File: src/rtl/nes_controller_responder.sv
// NES controller responder: device-side end of the serial controller link.
// Emulates a 4021 shift register: buttons are captured while latch is high and
// shifted out active-low, one bit per synchronized pulse rising edge.
// Optional turbo on A/B is built only when NES_RESPONDER_TURBO_EN is defined.
module nes_controller_responder #(
  parameter int unsigned SYNC_STAGES    = 2,
  parameter logic        TAIL_LEVEL     = 1'b0,
  parameter int unsigned TIMEOUT_CYCLES = 65535
) (
  input  logic       pixelClock,
  input  logic       resetN,
  input  logic       CONTROLLER_LATCH,
  input  logic       CONTROLLER_PULSE,
  output logic       CONTROLLER_DATA,
  input  logic [7:0] buttons,
  output logic       readDone,
  output logic [3:0] bitIndex,
  output logic [7:0] latchCount
);

  localparam int unsigned TW = (TIMEOUT_CYCLES < 2) ? 1 : $clog2(TIMEOUT_CYCLES + 1);

  typedef enum logic [1:0] {
    StIdle,
    StLoad,
    StShifting,
    StDone
  } state_e;

  logic [SYNC_STAGES-1:0] latch_sync_q;
  logic [SYNC_STAGES-1:0] pulse_sync_q;
  logic                   latch_prev_q;
  logic                   pulse_prev_q;

  logic latch_s, pulse_s;
  logic latch_rise, latch_fall, pulse_rise, pulse_edge;

  state_e        state_q, state_d;
  logic [7:0]    snapshot_q, snapshot_d;
  logic          data_q, data_d;
  logic [3:0]    bit_idx_q, bit_idx_d;
  logic          done_q, done_d;
  logic [7:0]    count_q, count_d;
  logic [TW-1:0] tmo_q, tmo_d;
  logic          tmo_hit;
  logic [7:0]    load_word;

`ifdef NES_RESPONDER_TURBO_EN
  logic turbo_q, turbo_d;
`endif

  // Input synchronizers followed by a one-flop edge detector
  always_ff @(posedge pixelClock) begin
    if (!resetN) begin
      latch_sync_q <= '0;
      pulse_sync_q <= '0;
      latch_prev_q <= 1'b0;
      pulse_prev_q <= 1'b0;
    end else begin
      latch_sync_q <= {latch_sync_q[SYNC_STAGES-2:0], CONTROLLER_LATCH};
      pulse_sync_q <= {pulse_sync_q[SYNC_STAGES-2:0], CONTROLLER_PULSE};
      latch_prev_q <= latch_s;
      pulse_prev_q <= pulse_s;
    end
  end

  assign latch_s    = latch_sync_q[SYNC_STAGES-1];
  assign pulse_s    = pulse_sync_q[SYNC_STAGES-1];
  assign latch_rise = latch_s & ~latch_prev_q;
  assign latch_fall = ~latch_s & latch_prev_q;
  assign pulse_rise = pulse_s & ~pulse_prev_q;
  assign pulse_edge = pulse_s ^ pulse_prev_q;

  // Fires on the cycle the silent-cycle count would reach the limit
  assign tmo_hit = (TIMEOUT_CYCLES != 0) && (32'(tmo_q) == TIMEOUT_CYCLES - 32'd1);

  // Word captured during LOAD; turbo masks A/B on alternate reads
  always_comb begin
    load_word = buttons;
`ifdef NES_RESPONDER_TURBO_EN
    load_word[1:0] = buttons[1:0] & {2{turbo_q}};
`endif
  end

  // Responder state and output registers
  always_ff @(posedge pixelClock) begin
    if (!resetN) begin
      state_q    <= StIdle;
      snapshot_q <= 8'h00;
      data_q     <= 1'b1;
      bit_idx_q  <= 4'd0;
      done_q     <= 1'b0;
      count_q    <= 8'd0;
      tmo_q      <= '0;
`ifdef NES_RESPONDER_TURBO_EN
      turbo_q    <= 1'b1;
`endif
    end else begin
      state_q    <= state_d;
      snapshot_q <= snapshot_d;
      data_q     <= data_d;
      bit_idx_q  <= bit_idx_d;
      done_q     <= done_d;
      count_q    <= count_d;
      tmo_q      <= tmo_d;
`ifdef NES_RESPONDER_TURBO_EN
      turbo_q    <= turbo_d;
`endif
    end
  end

  // Next-state logic: load, shift, abort and timeout decisions
  always_comb begin
    state_d    = state_q;
    snapshot_d = snapshot_q;
    data_d     = data_q;
    bit_idx_d  = bit_idx_q;
    done_d     = 1'b0;
    count_d    = count_q;
    tmo_d      = tmo_q;
`ifdef NES_RESPONDER_TURBO_EN
    turbo_d    = turbo_q;
`endif

    unique case (state_q)
      StIdle: begin
        data_d = 1'b1;
        tmo_d  = '0;
        if (latch_s) state_d = StLoad;
      end

      StLoad: begin
        // Keep tracking the buttons up to and including the latch-fall cycle
        snapshot_d = load_word;
        data_d     = ~load_word[0];
        bit_idx_d  = 4'd0;
        tmo_d      = '0;
        if (latch_fall) begin
          count_d = count_q + 8'd1;
`ifdef NES_RESPONDER_TURBO_EN
          turbo_d = ~turbo_q;
`endif
          state_d = StShifting;
        end
      end

      StShifting: begin
        if (latch_rise) begin
          // Latch wins over a coincident pulse; partial read is dropped
          state_d = StLoad;
          tmo_d   = '0;
        end else begin
          if (pulse_rise) begin
            snapshot_d = {1'b0, snapshot_q[7:1]};
            bit_idx_d  = bit_idx_q + 4'd1;
            if (bit_idx_q == 4'd7) begin
              data_d  = TAIL_LEVEL;
              done_d  = 1'b1;
              state_d = StDone;
            end else begin
              data_d = ~snapshot_q[1];
            end
          end
          if (pulse_edge) begin
            tmo_d = '0;
          end else if (tmo_hit) begin
            state_d = StIdle;
            data_d  = 1'b1;
            tmo_d   = '0;
          end else if (TIMEOUT_CYCLES != 0) begin
            tmo_d = tmo_q + TW'(1);
          end
        end
      end

      StDone: begin
        data_d = TAIL_LEVEL;
        if (latch_rise) state_d = StLoad;
      end

      default: state_d = StIdle;
    endcase
  end

  assign CONTROLLER_DATA = data_q;
  assign readDone        = done_q;
  assign bitIndex        = bit_idx_q;
  assign latchCount      = count_q;

endmodule

File: config.mk
export PLATFORM = sky130hd
export DESIGN_NAME = nes_controller_responder
export DESIGN_NICKNAME = d
export VERILOG_FILES = /design/src/rtl/nes_controller_responder.sv
export SDC_FILE = /design/constraint.sdc
export NUM_CORES = 1
export LEC_CHECK = 0
export CAP_MARGIN = 20
export CORE_MARGIN = 5
export CORE_UTILIZATION = 55
export CTS_CLUSTER_DIAMETER = 50
export DETAILED_ROUTE_END_ITERATION = 10
export PLACE_DENSITY = 0.81
export SLEW_MARGIN = 20
export SYNTH_ARGS = -nofsm -noshare
export SYNTH_HDL_FRONTEND = slang
export SYNTH_SLANG_ARGS = --single-unit
File: constraint.sdc
create_clock -name pixelClock -period 2.61 [get_ports pixelClock]
set_input_delay 0.3915 -clock pixelClock [delete_from_list [all_inputs] [get_ports pixelClock]]
set_output_delay 0.3915 -clock pixelClock [all_outputs]
set_load 0.005 [all_outputs]
Word-level counts from Yosys, hierarchy flattened:

Cells that the tools add are included.
W data, S select, Z words.

* flip-flop bits (word level): 46
* input port bits: 12

* bitwise logic cells: 12
* $add $sub $neg: 3
* multiplexer cells: 26
* reduce and logical (&&, ||, !) cells: 8
* eq/ne operators: 10

Operators by type and width (count)
* $mux W16: 3
* $pmux W16 S2: 1
* $add A16 B1 Y16 const B: 1
* $eq A16 B16 Y1 const B: 1
* $mux W2: 8
* $mux W8: 2
* $pmux W8 S2: 1
* $ne A2 B2 Y1 const B: 5
* $add A8 B1 Y8 const B: 1
* $mux W4: 2
* $not A1 Y1: 8
* $pmux W2 S4: 1
* $pmux W4 S2: 1
* $mux W1: 6
* $reduce_and A3 Y1: 2
* $add A4 B1 Y4 const B: 1
* $eq A2 B2 Y1 const B: 2
* $eq A4 B3 Y1 const B: 1
* $pmux W1 S4: 1
* $reduce_bool A2 Y1: 2
* $reduce_or A4 Y1: 1
* $and A1 B1 Y1: 3
* $eq A2 B1 Y1 const B: 1
* $logic_not A2 Y1: 1
* other kinds (3): 3

Depth between registers and ports, before layout:

Gate-level depths: netlist of the first run.

* depth after elaboration: 7
* gate-level depth with buffers: 8
* depth with buffers taken out: 7

Worst setup path after synthesis of the first run:

OpenSTA, ideal clock, no wires.

* path kind: register to register
* start point: reg tmo_q[0]
* end point: reg tmo_q[3]
* path slack: 0.947 ns
* data required time: 2.536 ns
* data arrival time: 1.589 ns
* period minus slack after synthesis: 1.663 ns
* stages on the path, launching flop included: 8
* cell sequence: dfxtp_1 -> inv_1 -> ha_1 -> nand3_1 -> nor4_2 -> or2_4 -> or4_1 -> a31oi_1

* cells in the longest elaborated chain, start to end: 5
* elaborated cells on any way between the ends: 6

Ends and longest elaborated chain
* start, declared: line 44 `logic [TW-1:0] tmo_q, tmo_d;`
* start signal, assigned: line 105 `tmo_q <= tmo_d;`
* $add A16 B1 Y16 / $eq A16 B16 Y1 (equally long branches): line 171, 75
* $mux W16 *: line 166 `end else if (tmo_hit) begin`
* $mux W16 *: line 164 `if (pulse_edge) begin`
* $mux W16 *: line 148 `if (latch_rise) begin`
* $pmux W16 S2 *: line 125 `unique case (state_q)`

Mark *: on every way between the ends. The rest lies on a longest branch, timed or not.
A chain may end at the register's enable or synchronous reset.

Worst setup path in the final report of the first run:

* start point: reg state_q[0]
* end point: reg tmo_q[3]

* cells in the longest elaborated chain, start to end: 3
* elaborated cells on any way between the ends: 6

Ends and longest elaborated chain
* start, declared: line 38 `state_e state_q, state_d;`
* start signal, assigned: line 88 `state_q <= StIdle;`
* start signal, assigned: line 99 `state_q <= state_d;`
* $eq A2 B1 Y1 / $logic_not A2 Y1 (equally long branches): line 125
* $reduce_or A2 Y1 (no source line)
* $pmux W16 S2 / $reduce_bool A2 Y1 (equally long branches)

Several ways; a longest one is shown, not always the timed one.

==> summary.txt, run 1 <==
Outcome
  • Status: finished, final reports clean

Detailed routing
  • Drt pass-1 iters: 5
  • Vias per inst: approximately 5.4
  • Final antenna-violating net count: 0
  • Initial DRC Count: between 100 and 150
  • DR WL/cell: 12.6 um
  • Vias: between 1,500 and 2,000
  • # DRC: 0
  • WL final: between 3000 and 4000 um

Setup path
  • Reg-to-reg endpoint: tmo_q[3]
  • Worst EP arrival: 2.36 ns
  • Reg2reg path depth: 6
  • Worst reg2reg setup slack: approximately 0.47 ns
  • Crit Path Class: register to register
  • CP Cell Sequence: inv_1, ha_1, nand3_2, or2_4, or4_1, a31oi_1
  • CP Launch Type: register
  • Max Fanout on Critical Path: 12
  • Worst R2R Start: state_q[0]
  • Slowest stage delay, CP: 0.51 ns
  • CP max stage cell: ha_1
  • Worst Path Required: about 2.8 ns
  • CP endpoint kind: register

Cells and area
  • Ant. Diodes: 0
  • Post-route design area: approximately 2500 um2
  • Layout area overhead: 17.4%
  • Share of cells above drive strength 1: just over 6%
  • Final core utilization: between 60% and 70%
  • Fillers: between 300 and 400
  • Nets: around 290

Clocking
  • Clk_lat worst skew: between 0.2 and 0.3 ns
  • Post-CTS Hold Buffers: 0
  • Cts bufs inserted: 5
  • Clock Pin Slew Worst Setup and Hold Paths: ~0.08 ns
  • Resized Gates After CTS: 0
  • CTS Buffer Depth: 2
  • Buffer count from post-CTS setup fixing: 0
  • Clk sinks: between 40 and 50
  • Clock Tree Root: clkbuf_8
  • Max H-tree Level: 2
  • CTS tree: built

Min path
  • Worst hold stages: 1
  • Worst hold-check path type: register to register
  • Hold EP: pulse_sync_q[1]
  • Min-delay src: pulse_sync_q[0]

GRT
  • First-pass GRT wire length: between 7000 and 8000 um
  • Number of global-route vias before repair: roughly 1,600
  • Remaining Overflow, GRT: 0
  • Initial antenna violation count: 0
  • Total global-route track usage: ~17%
  • Pin count of the biggest net entering global routing: 22

Die
  • Die area: approximately 5300 um2
  • Die Span Y: roughly 73 um
  • Core Area: between 3000 and 4000 um2
  • FP Rows: 22
  • # IOs: 26
  • Initial core utilization: 58.0%
  • DIE WIDTH: 72.8 um

Timing
  • Period utilization: between 80% and 90%
  • Maximum clock frequency: 467 MHz
  • Fin. Hold Viols: 0
  • Sum Neg Setup Slack: 0 ns
  • RSZ-0062 raised after global routing: no
  • Max Clock Skew: 0.00532 ns
  • Worst Tran Pin Value: 0.745 ns
  • Relative slew slack: 50.0%
  • Final setup vio count: 0
  • Final critical-path required period: approximately 2.1 ns
  • Slew Limit Fails: 0

Flow run
  • Max-cap violations: 0

Synth
  • Sequential share of the synthesized area: about 42%
  • Synth cell types: between 40 and 50
  • Number of flops mapped to enable cells by yosys: 0
  • Mapped cell area: approximately 2200 um2
  • Syn Area/Cell: approximately 9.1 um2
  • Synth Flop Type: dfxtp_1
  • Syn_nets: approximately 260
  • Number of synthesized register bits: 45
  • Synth async-reset ratio: 0%
  • Yosys warnings: 0
  • Cells after Synth: 239

Placed design
  • Buffers on Ports: 25
  • GPL Wtd Cong: just over 0.9
  • Area post-placement: ~2500 um2
  • DPL Wire Length: 2860 um

Pwr
  • Tot Pwr: approximately 1.5 mW
  • Max IR drop VDD: between 0.3 and 0.4 mV
  • Leak pwr: about 0.97 nW
  • Pwr/cell area: a little under 600 nW/um2
-- where the power goes --
group	leakage [nW]	total, mW	internal, mW	switching [mW]
registers	0.365	0.788	0.747	0.0412
logic	0.559	0.283	0.135	0.149
clock network	0.0443	0.423	0.210	0.213
total	0.968	1.49	1.09	0.402
-- synthesized netlist by cell type, drive strengths merged, types with 2 or more instances --
library cell,count,area [um2]
o211a,6,60.1
xor2,10,87.6
nor2,24,90.1
inv,10,37.5
a211oi,2,15.0
o31ai,3,27.5
or2,2,15.0
buf,2,12.5
and3,2,12.5
nand2,26,97.6
nor3,3,15.0
a21oi,2,10.0
clkbuf,6,22.5
a21boi,4,30.0
nor4,2,18.8
ha,10,125
nand3,12,65.1
nand4b,2,17.5
mux2i,8,80.1
nand4,10,68.8
xnor2,10,87.6
and2,18,113
o21ai,3,15.0
dfxtp,45,901
-- logic make-up (layout without fill, tap and decap cells) --
kind of cell             count (synthesis)  in the layout  synth area share [%]
AO/OA/AOI/OAI                           27             27                  10.1
XOR/XNOR                                20             20                  8.07
adder cells (fa/ha/maj)                 10             10                  5.77
buffers and inverters                   18             44                  3.34
flip-flops                              45             45                  41.5
multiplexers                             8              8                  3.69
AND/OR/NAND/NOR                        111            111                  27.5
-- sequential cells by signal (all words and copies together), names as in the netlist --
name             count
CONTROLLER_DATA      1
latchCount           8
pulse_sync_q         2
snapshot_q           7
bitIndex             4
readDone             1
latch_prev_q         1
latch_sync_q         2
state_q              2
pulse_prev_q         1
tmo_q               16
-- layout by cell type (no fill, tap or decap), types with 4 or more instances in the layout --
| cell type | n |
|---|---|
| nand2_1 | 26 |
| nand3_1 | 11 |
| o211a_1 | 6 |
| inv_1 | 10 |
| mux2i_1 | 8 |
| and2_1 | 18 |
| a21boi_0 | 4 |
| nand4_1 | 9 |
| clkbuf_8 | 6 |
| xnor2_1 | 10 |
| xor2_1 | 10 |
| ha_1 | 10 |
| clkdlybuf4s50_1 | 25 |
| nor2_1 | 24 |
| dfxtp_1 | 45 |
-- critical path, delay by kind of cell (launching register included) --
family,cells,cell delay [ns]
flip-flops,1,0.36
adder cells (fa/ha/maj),1,0.51
AO/OA/AOI/OAI,1,0.16
AND/OR/NAND/NOR,3,0.93
buffers and inverters,1,0.12
-- worst max path at each step --
stage	from	endpoint	slack (ns)	depth (start not counted)
floorplan	tmo_q[0]	tmo_q[3]	0.95	7
global placement	state_q[1]	tmo_q[3]	0.57	5
detailed placement	state_q[0]	tmo_q[3]	0.47	6
CTS	state_q[0]	tmo_q[3]	0.47	6
global route	state_q[0]	tmo_q[3]	0.33	6
finish	state_q[0]	tmo_q[3]	0.47	6
-- final cells by class --
cell class	count	area, um2	area share (%)
Clock buffer	7	86.3	3.39
Inverter	10	37.5	1.47
Multi-Input combinational cell	176	1200	47.0
Sequential cell	45	901	35.4
Tap cell	48	60.1	2.36
Timing Repair Buffer	27	265	10.4
-- per-layer routing --
metal	global-route usage, %	share of wire, %	up-vias	wire length [um]
met4	6.15	1.4	0	57
met2	27.0	45	40	1780
met5	0	0	-	0
li1	-	-	874	-
met3	4.96	5.6	6	223
met1	21.0	48	759	1900
-- stage by stage --
step / std cells / hold slack, ns / worst slack, ns
detailed placement: 306 / 0.428 / 0.474
CTS: 313 / 0.446 / 0.465
global route: 313 / 0.456 / 0.331
floorplan: 239 / 0.412 / 0.947
finish: 313 / 0.445 / 0.469
global placement: 306 / 0.414 / 0.566
(Power assumes the default switching activity.)
==> run 2, diff against run 1 <==
--- a/config.mk
+++ b/config.mk
@@ -7,10 +7,10 @@
 export LEC_CHECK = 0
 export CAP_MARGIN = 20
 export CORE_MARGIN = 5
-export CORE_UTILIZATION = 55
+export CORE_UTILIZATION = 50
 export CTS_CLUSTER_DIAMETER = 50
 export DETAILED_ROUTE_END_ITERATION = 10
-export PLACE_DENSITY = 0.81
+export PLACE_DENSITY = 0.78
 export SLEW_MARGIN = 20
 export SYNTH_ARGS = -nofsm -noshare
 export SYNTH_HDL_FRONTEND = slang
==> constraint.sdc (replaced) <==
create_clock -name pixelClock -period 1.86 [get_ports pixelClock]
set_input_delay 0.279 -clock pixelClock [delete_from_list [all_inputs] [get_ports pixelClock]]
set_output_delay 0.279 -clock pixelClock [all_outputs]
set_load 0.005 [all_outputs]
==> run 2 against run 1 <==
Against the previous run:
- register-to-register slack got worse by 0.40 ns
- clock power increased by 40%
- setup slack got worse by 0.40 ns
- first-iteration DRC count decreased by 48%
- sequential share of layout area decreased by 0.90 points
- clock skew increased by 0.0038 ns
- global-route usage decreased by 0.17 points
- routed wire length increased by 7.3%
- worst hold slack improved by 0.00052 ns
- sequential power increased by 41%
- non-clock buffer count increased by 7
- utilization decreased by 7.1 points
- critical endpoint unchanged
==> summary.txt, run 2 (same netlist as run 1, synthesis figures left out) <==
Placed design
  • Buffers on Ports: 25
  • Area post-placement: 2520 um2
  • Setup Slack @ Placement: between 0.05 and 0.06 ns
  • DPL Wire Length: slightly above 3000 um
  • GPL Wtd Cong: approximately 0.85

Clocking
  • Cts bufs inserted: 5
  • Clock Tree Root: clkbuf_8
  • Resized Gates After CTS: 0
  • Post-CTS Hold Buffers: 0
  • CTS tree: built
  • Clock Pin Slew Worst Setup and Hold Paths: 0.08 ns
  • Clk_lat worst skew: 0.30 ns
  • Buffer count from post-CTS setup fixing: 0
  • Max H-tree Level: 2
  • CTS Buffer Depth: 2
  • Clk sinks: 45

Cells and area
  • Largest reg by FF count: tmo_q
  • Post-route design area: 2620 um2
  • Layout area overhead: 20.6%
  • Ant. Diodes: 0
  • Leading cell types in the layout, fill and taps excluded: 44 x dfxtp_1, 26 x nand2_1, 25 x clkdlybuf4s50_1, 24 x nor2_1, 18 x and2_1
  • Nets: just under 300
  • Fillers: between 300 and 400
  • Most common cell after layout, fill and taps aside: dfxtp_1
  • Max reg flops: 16
  • Share of cells above drive strength 1: roughly a tenth

Pwr
  • Leak pwr: approximately 1 nW
  • Pwr/cell area: approximately 820 nW/um2
  • Tot Pwr: about 2.1 mW
  • Max IR drop VDD: ~0.75 mV

Timing
  • Relative slew slack: a little over two thirds
  • Fin. Hold Viols: 0
  • RSZ-0062 raised after global routing: yes
  • Final setup vio count: 0
  • Slew Limit Fails: 0
  • Setup ws final: 0.0652 ns
  • Period utilization: a little over nine tenths
  • Worst Tran Pin Value: 0.441 ns
  • Max Clock Skew: between 0.009 and 0.01 ns
  • Final critical-path required period: 1.79 ns
  • Maximum clock frequency: about 560 MHz

Detailed routing
  • DR top layer: met4
  • DR WL met2: about 2100 um
  • WL final: between 4000 and 5000 um
  • DR WL/cell: between 10 and 15 um
  • WL met1: ~1900 um
  • Initial DRC Count: between 50 and 60
  • Vias: roughly 1,700
  • Vias per inst: about 5.3
  • Met3 wire length: 174 um
  • Final antenna-violating net count: 0
  • # DRC: 0
  • Drt pass-1 iters: 4

Setup path
  • Crit Path Class: register to register
  • CP endpoint kind: register
  • Reg2reg path depth: 7
  • Worst R2R Start: tmo_q[0]
  • Worst EP arrival: between 2 and 2.5 ns
  • Worst Path Required: 2.09 ns
  • Crit path launch: tmo_q[0]
  • CP Launch Type: register
  • Max Fanout on Critical Path: 6

GRT
  • Pin count of the biggest net entering global routing: 19
  • First-pass GRT wire length: ~7200 um
  • Remaining Overflow, GRT: 0
  • Total global-route track usage: between 15 and 20%
  • Number of global-route vias before repair: about 1,600
  • Initial antenna violation count: 0

Die
  • # IOs: 26
  • DIE WIDTH: ~76 um
  • Die area: around 5800 um2
  • FP Rows: 24
  • Initial core utilization: 50.5%
  • Core Area: roughly 4300 um2
  • Die Span Y: 75.9 um

Min path
  • Worst hold-check path type: register to register
  • Min-delay src: latch_sync_q[0]
  • Worst hold stages: 1

Flow run
  • Max-cap violations: 0

Outcome
  • Status: finished, final reports clean
run 2: power by group:
group / switching (mW) / internal (mW)
Sequential: 0.0591 / 1.05
Clock: 0.333 / 0.259
Combinational: 0.229 / 0.218
Total: 0.621 / 1.52
run 2: worst paths after layout:
path | slack [ns] | end
setup / recovery | 0.07 | tmo_q[3]
hold / removal | 0.45 | latch_sync_q[1]
setup reg to reg | 0.07 | tmo_q[3]
hold reg to reg | 0.45 | latch_sync_q[1]
run 2: critical path, stage by stage (launching register included):
cell and delay, ns:
dfxtp_2 0.38, inv_1 0.05, ha_1 0.20, nand3_1 0.13
nor4_4 0.07, or2_4 0.26, or4_1 0.46, a31oi_1 0.18
run 2: per-layer routing:
layer  GRT usage, %  vias up
met1           20.4      812
met3           4.88        5
met2           27.0       33
met4           6.21        0
li1               -      888
met5              0        -
run 2: stage by stage:
| step | util, % | hold WS, ns | cells | TNS, ns |
|---|---|---|---|---|
| 5_1_grt | 60.9 | 0.458 | 325 | -0.0178 |
| 4_1_cts | 60.6 | 0.446 | 325 | 0 |
| 6_report | 60.9 | 0.445 | 325 | 0 |
| 3_5_place_dp | 58.6 | 0.425 | 317 | 0 |
| 3_3_place_gp | 58.6 | 0.414 | 317 | 0 |
| 2_1_floorplan | - | 0.406 | 239 | 0 |
run 2: area by class of cell:
class / instances / area [um2] / area share, %
multi-input cells: 176 / 1210 / 46.2
flip-flops and latches: 45 / 902 / 34.5
repair buffers: 34 / 318 / 12.1
clock buffers: 5 / 68.8 / 2.63
well taps: 52 / 65.1 / 2.49
inverters: 10 / 37.5 / 1.43
clock inverters: 3 / 17.5 / 0.670
